$ cat src/rtl/ifmap_row_framer_if.sv
// Pixel-in / IFMap-word-out bundle for the row framer.
// slave = framer side, master = source/FIFO side.
interface ifmap_row_framer_if #(
    parameter int DATA_WIDTH = 16
);
    logic [DATA_WIDTH-1:0] din;
    logic                  din_valid;
    logic                  din_ready;
    logic                  buf_ready;
    logic [DATA_WIDTH+1:0] ifmap_out;
    logic                  ifmap_wen;

    modport slave (
        input  din, din_valid, buf_ready,
        output din_ready, ifmap_out, ifmap_wen
    );

    modport master (
        output din, din_valid, buf_ready,
        input  din_ready, ifmap_out, ifmap_wen
    );
endinterface

$ cat src/rtl/ifmap_row_framer.sv
// Tags a raw pixel stream with end-of-row / end-of-frame flags
// and writes the 18-bit words into the IFMap FIFO.
module ifmap_row_framer #(
    parameter int DATA_WIDTH = 16,
    parameter int LEN_WIDTH  = 8
) (
    input  logic                 clk,
    input  logic                 rstn,
    input  logic                 start,
    input  logic [LEN_WIDTH-1:0] row_len,
    input  logic [LEN_WIDTH-1:0] num_rows,
    ifmap_row_framer_if.slave    bus,
    output logic                 busy,
    output logic                 frame_done,
    output logic                 cfg_err
);

    typedef enum logic [1:0] {
        IDLE   = 2'd0,
        STREAM = 2'd1,
        DRAIN  = 2'd2
    } state_t;

    state_t state;
    state_t state_nxt;

    logic [LEN_WIDTH-1:0]  len_q;
    logic [LEN_WIDTH-1:0]  rows_q;
    logic [LEN_WIDTH-1:0]  col_cnt;
    logic [LEN_WIDTH-1:0]  row_cnt;
    logic [DATA_WIDTH+1:0] out_reg;
    logic                  reg_valid;

    logic cfg_zero;
    logic start_ok;
    logic accept;
    logic wen;
    logic last_col;
    logic last_row;

    assign cfg_zero = (row_len == '0) || (num_rows == '0);
    assign start_ok = (state == IDLE) && start && !cfg_zero;
    assign wen      = reg_valid && bus.buf_ready;
    assign accept   = bus.din_valid && bus.din_ready;
    assign last_col = (col_cnt == len_q - LEN_WIDTH'(1));
    assign last_row = (row_cnt == rows_q - LEN_WIDTH'(1));

    // State register.
    always_ff @(posedge clk or negedge rstn) begin
        if (!rstn) begin
            state <= IDLE;
        end else begin
            state <= state_nxt;
        end
    end

    // Next-state: frame runs until the end-of-frame word leaves.
    always_comb begin
        state_nxt = state;
        unique case (state)
            IDLE: begin
                if (start_ok) begin
                    state_nxt = STREAM;
                end
            end
            STREAM: begin
                if (accept && last_col && last_row) begin
                    state_nxt = DRAIN;
                end
            end
            DRAIN: begin
                if (wen) begin
                    state_nxt = IDLE;
                end
            end
            default: state_nxt = IDLE;
        endcase
    end

    // Outputs: ready is combinational on buf_ready, no skid buffer.
    always_comb begin
        bus.din_ready = (state == STREAM) && (!reg_valid || bus.buf_ready);
        bus.ifmap_out = out_reg;
        bus.ifmap_wen = wen;
        busy          = (state != IDLE);
        frame_done    = (state == DRAIN) && wen;
    end

    // Config latch, position counters, output register, error pulse.
    always_ff @(posedge clk or negedge rstn) begin
        if (!rstn) begin
            len_q     <= '0;
            rows_q    <= '0;
            col_cnt   <= '0;
            row_cnt   <= '0;
            out_reg   <= '0;
            reg_valid <= 1'b0;
            cfg_err   <= 1'b0;
        end else begin
            cfg_err <= (state == IDLE) && start && cfg_zero;
            if (start_ok) begin
                len_q   <= row_len;
                rows_q  <= num_rows;
                col_cnt <= '0;
                row_cnt <= '0;
            end
            if (accept) begin
                out_reg   <= {last_col && last_row, last_col, bus.din};
                reg_valid <= 1'b1;
                if (last_col) begin
                    col_cnt <= '0;
                    if (!last_row) begin
                        row_cnt <= row_cnt + LEN_WIDTH'(1);
                    end
                end else begin
                    col_cnt <= col_cnt + LEN_WIDTH'(1);
                end
            end else if (wen) begin
                reg_valid <= 1'b0;
            end
        end
    end

endmodule

$ cat src/flat_wrapper.sv
// flat-port wrapper written by rule: the top's interface ports become plain ports
module ifmap_row_framer_flat 
#(
    parameter int DATA_WIDTH = 16,
    parameter int LEN_WIDTH  = 8
)
  (clk, rstn, start, row_len, num_rows, busy, frame_done, cfg_err, bus_din, bus_din_valid, bus_buf_ready, bus_din_ready, bus_ifmap_out, bus_ifmap_wen);
  ifmap_row_framer_if #(.DATA_WIDTH(DATA_WIDTH)) bus_i ();
  input  logic clk;
  input  logic rstn;
  input  logic start;
  input  logic [LEN_WIDTH-1:0] row_len;
  input  logic [LEN_WIDTH-1:0] num_rows;
  output logic busy;
  output logic frame_done;
  output logic cfg_err;
  input wire logic [$bits(bus_i.din)-1:0] bus_din;
  input wire logic [$bits(bus_i.din_valid)-1:0] bus_din_valid;
  input wire logic [$bits(bus_i.buf_ready)-1:0] bus_buf_ready;
  output wire logic [$bits(bus_i.din_ready)-1:0] bus_din_ready;
  output wire logic [$bits(bus_i.ifmap_out)-1:0] bus_ifmap_out;
  output wire logic [$bits(bus_i.ifmap_wen)-1:0] bus_ifmap_wen;
  assign bus_i.din = bus_din;
  assign bus_i.din_valid = bus_din_valid;
  assign bus_i.buf_ready = bus_buf_ready;
  assign bus_din_ready = bus_i.din_ready;
  assign bus_ifmap_out = bus_i.ifmap_out;
  assign bus_ifmap_wen = bus_i.ifmap_wen;
  ifmap_row_framer #(.DATA_WIDTH(DATA_WIDTH), .LEN_WIDTH(LEN_WIDTH)) u_core (.clk(clk), .rstn(rstn), .start(start), .row_len(row_len), .num_rows(num_rows), .bus(bus_i), .busy(busy), .frame_done(frame_done), .cfg_err(cfg_err));
endmodule
$ cat config.mk
export PLATFORM = sky130hd
export DESIGN_NAME = ifmap_row_framer_flat
export DESIGN_NICKNAME = d
export VERILOG_FILES = /design/src/rtl/ifmap_row_framer_if.sv /design/src/rtl/ifmap_row_framer.sv /design/src/flat_wrapper.sv
export SDC_FILE = /design/constraint.sdc
export NUM_CORES = 1
export LEC_CHECK = 0
export ABC_AREA = 1
export BUFFER_PORTS_ARGS = -buffer_cell sky130_fd_sc_hd__buf_2
export CAP_MARGIN = 30
export CORE_ASPECT_RATIO = 1.1
export CORE_MARGIN = 8
export CORE_UTILIZATION = 39
export CTS_BUF_LIST = sky130_fd_sc_hd__clkbuf_8
export DETAILED_ROUTE_END_ITERATION = 7
export GPL_TIMING_DRIVEN = 1
export PLACE_DENSITY = 0.65
export SLEW_MARGIN = 20
export SYNTH_ARGS = -nofsm -noshare
export SYNTH_HDL_FRONTEND = slang
export SYNTH_SLANG_ARGS = --single-unit
$ cat constraint.sdc
create_clock -name clk -period 2.9 [get_ports clk]
set_clock_uncertainty 0.15 [all_clocks]
set_input_delay 0.29 -clock clk [delete_from_list [all_inputs] [get_ports clk]]
set_output_delay 0.29 -clock clk [all_outputs]
set_load 0.1 [all_outputs]
==> flow_metrics.py <==
metrics = {
    "power_and_ir_drop": {
        "peakVddDrop_uv": 467,
        "totalPowerFinal_mw": 3.35,
        "leakage_nw": 1.88,
        "power_density_nw_per_um2": 962,
    },
    "job": {
        "maxCapViolations": 0,
    },
    "clocking": {
        "root_buffer": "clkbuf_8",
        "h-tree-depth": 2,
        "cts.sinks": 54,
        "cts_buffer_depth": 2,
        "cts.clk_slew.worst_paths_ns": 0.10,
        "cts_resized": 0,
        "cts_tree": "built",
        "cts_made_buffers": 5,
        "insertion_delay_ns": 0.30,
    },
    "synth": {
        "synthesis.nets": 430,
        "synth.distinct_cells": 31,
        "ys_seq_area_share_pct": 45.5,
        "synth_top_area_share_pct": 45.5,
        "synth_top_cell_by_area": "dfrtp_1",
        "synthCells": 389,
        "synth-seq-cells": 54,
        "yosysWarnings": 0,
        "synth_area_leaders": "dfrtp_1, nand2_1, nand3_1, inv_1, nor2_1",
        "netlist_area_um2": 2970,
        "postSynthAreaPerCell_um2": 7.63,
    },
    "cells_and_area": {
        "final_util_pct": 46.9,
        "area_delta_synth_final_pct": 17.4,
        "layout.cells.non_filler": 540,
        "multi_input_comb_area_um2": 1410,
        "seq_area_um2": 1350,
        "drive_above_1_share_pct": 21.4,
        "antenna_cells": 0,
        "fill_cells": 739,
        "final_cell_area_um2": 3490,
        "nNetsFinal": 493,
    },
    "critical_path": {
        "critical-path-slowest-cell": "dfrtp_1",
        "worst_ep_arrival_time_ns": 2.15,
        "r2r-end": "u_core.state[0]",
        "slowest_delay_ns": 0.40,
        "start_kind": "flop",
        "cp.depth": 13,
        "crit_end": "u_core.state[0]",
        "cp-startpoint": "u_core.len_q[0]",
        "cp.required_ns": 2.95,
        "cpMostUsedCell": "nand2_1",
        "r2r_cells": 13,
        "critPathBufInv": 1,
        "regToRegStartpoint": "u_core.len_q[0]",
        "rrSetupSlack_ns": 0.80,
        "crit_family": "simple AND/OR/NAND/NOR gates",
        "end_kind": "flop",
        "path_max_fanout": 7,
        "critical_path_class": "reg -> reg",
        "path_cells": "inv_2 -> ha_1 -> nand2_1 -> nor2_2 -> nand3_1 -> nand2_1 -> nand3_1 -> nor2_4 -> nand2_4 -> nor2_8 -> nand2_1 -> nand3_1 -> nand2_1",
    },
    "grt": {
        "grt_pass1_wl_um": 12500,
        "grt_usage_pct": 14.2,
        "first_global_vias": 2801,
        "overflow": 0,
        "antenna_found_initial": 0,
        "grt_max_degree": 55,
    },
    "placement": {
        "dp_cells": 531,
        "place.gp.congestion": 0.837,
        "place_ws_ns": 0.736,
        "port_buffers": 59,
        "placed_area_um2": 3380,
        "post-dp-hpwl_um": 5590,
    },
    "floorplan": {
        "rows": 33,
        "start_util_pct": 39.9,
        "die_w_um": 99.2,
        "die_h_um": 108,
        "die-area_um2": 10700,
        "core_area_um2": 7430,
        "io_pins": 60,
    },
    "sta": {
        "timing.final.crit_share_pct": 72.5,
        "tightestPinTransition_ns": 0.502,
        "fin_setup_tns_ns": 0,
        "fmax_ghz": 0.476,
        "hold_slack_ns": 0.0195,
        "hold_viol": 0,
        "period_minus_slack_ns": 2.10,
        "fin_ws_ns": 0.798,
        "setup_viol": 0,
        "final-max-slew-violation-count": 0,
        "rsz0062_at_grt": "false",
        "slew_headroom_pct": 66.7,
    },
    "min_path": {
        "hold_path.class": "in -> reg",
    },
    "routing": {
        "drtIter0Drc": 96,
        "ant_nets": 0,
        "num_vias": 2686,
        "routedWlPerCell_um": 13.2,
        "drt_pass1_iterations": 4,
        "drc": 0,
        "viasPerCell": 4.97,
        "wl_um": 7150,
    },
    "outcome": {
        "status": "complete, no violations",
    },
}
-- layout by cell type (no fill, tap or decap), types with 2 or more instances in the layout --
cell        n
nand2_2     2
nor4_1      5
nor3_1      6
a21oi_1    12
buf_4       2
nand2_1   135
nor2_2      2
clkbuf_8    6
o21ai_1     7
nor2_8      2
o22ai_1     6
inv_2       8
o21ai_0     2
nor2_4      3
nand3_1    39
nor2_1     30
nand3_2     3
inv_1      39
xor2_1      9
xnor2_1     4
dfrtp_1    54
nand2_4     2
ha_1        4
buf_2      59
-- power breakdown --
| group | switching, mW | internal [mW] |
|---|---|---|
| Combinational | 1.30 | 0.419 |
| Clock | 0.254 | 0.197 |
| Sequential | 0.203 | 0.983 |
| Total | 1.76 | 1.60 |
-- Yosys cell counts (all sizes together) --
master,count
o31ai,1
a22oi,1
buf,6
nor3,8
ha,4
clkbuf,1
nor2,37
nand2,139
a21oi,12
o22ai,6
nor4,5
dfrtp,54
clkinv,1
xor2,9
nand4,1
inv,47
o21ai,9
nand3,43
or2,1
xnor2,4
-- worst min-delay path by stage --
| stage | from | to | slack [ns] | depth (start not counted) |
|---|---|---|---|---|
| floorplan | rstn | u_core.bus.ifmap_out[0] | -0.16 | 0 |
| global placement | rstn | u_core.len_q[3] | 0.16 | 2 |
| detailed placement | rstn | u_core.cfg_err | 0.16 | 2 |
| CTS | bus_din[4] | u_core.bus.ifmap_out[4] | 0.009 | 3 |
| global route | bus_din[0] | u_core.bus.ifmap_out[0] | 0.01 | 3 |
| finish | bus_din[6] | u_core.bus.ifmap_out[6] | 0.02 | 3 |
-- registers in the layout, summed over array words and instances (netlist names) --
name,count
u_core.row_cnt,8
u_core.state,2
u_core.col_cnt,8
u_core.cfg_err,1
u_core.len_q,8
u_core.rows_q,8
u_core.reg_valid,1
u_core.bus.ifmap_out,18
-- what timing repair did --
item,CTS,global route
hold endpoints to repair,54,0
setup buffers,0,0
hold buffers,1,0
-- cell type report --
| class | instances | share of cell area, % |
|---|---|---|
| Inverter | 48 | 5.20 |
| Sequential cell | 54 | 38.8 |
| Multi-Input combinational cell | 280 | 40.3 |
| Clock inverter | 2 | 0.467 |
| Timing Repair Buffer | 63 | 9.76 |
| Clock buffer | 6 | 2.37 |
| Tap cell | 87 | 3.12 |
-- cell families after synthesis --
family	count (synthesis)	share of synthesized area, %
compound gates	29	5.31
xor+xnor	13	3.83
fa+ha+maj	4	1.69
buf+inv	55	7.33
flops	54	45.5
simple gates	234	36.3
-- tightest hold or removal path, stage by stage --
cell     delay, ns
buf_2         0.07
nand2_1       0.04
nand2_1       0.04
-- routing by layer --
metal | global-route usage, % | up-vias | part of all wire, % | wire [um]
met1 | 15.0 | 1286 | 41 | 2940
met2 | 27.3 | 39 | 55 | 3900
met3 | 2.91 | 8 | 3.0 | 217
met5 | 0 | - | 0 | 0
met4 | 4.22 | 0 | 1.4 | 98
li1 | - | 1353 | - | -
Power figures use the tool's default switching activity.
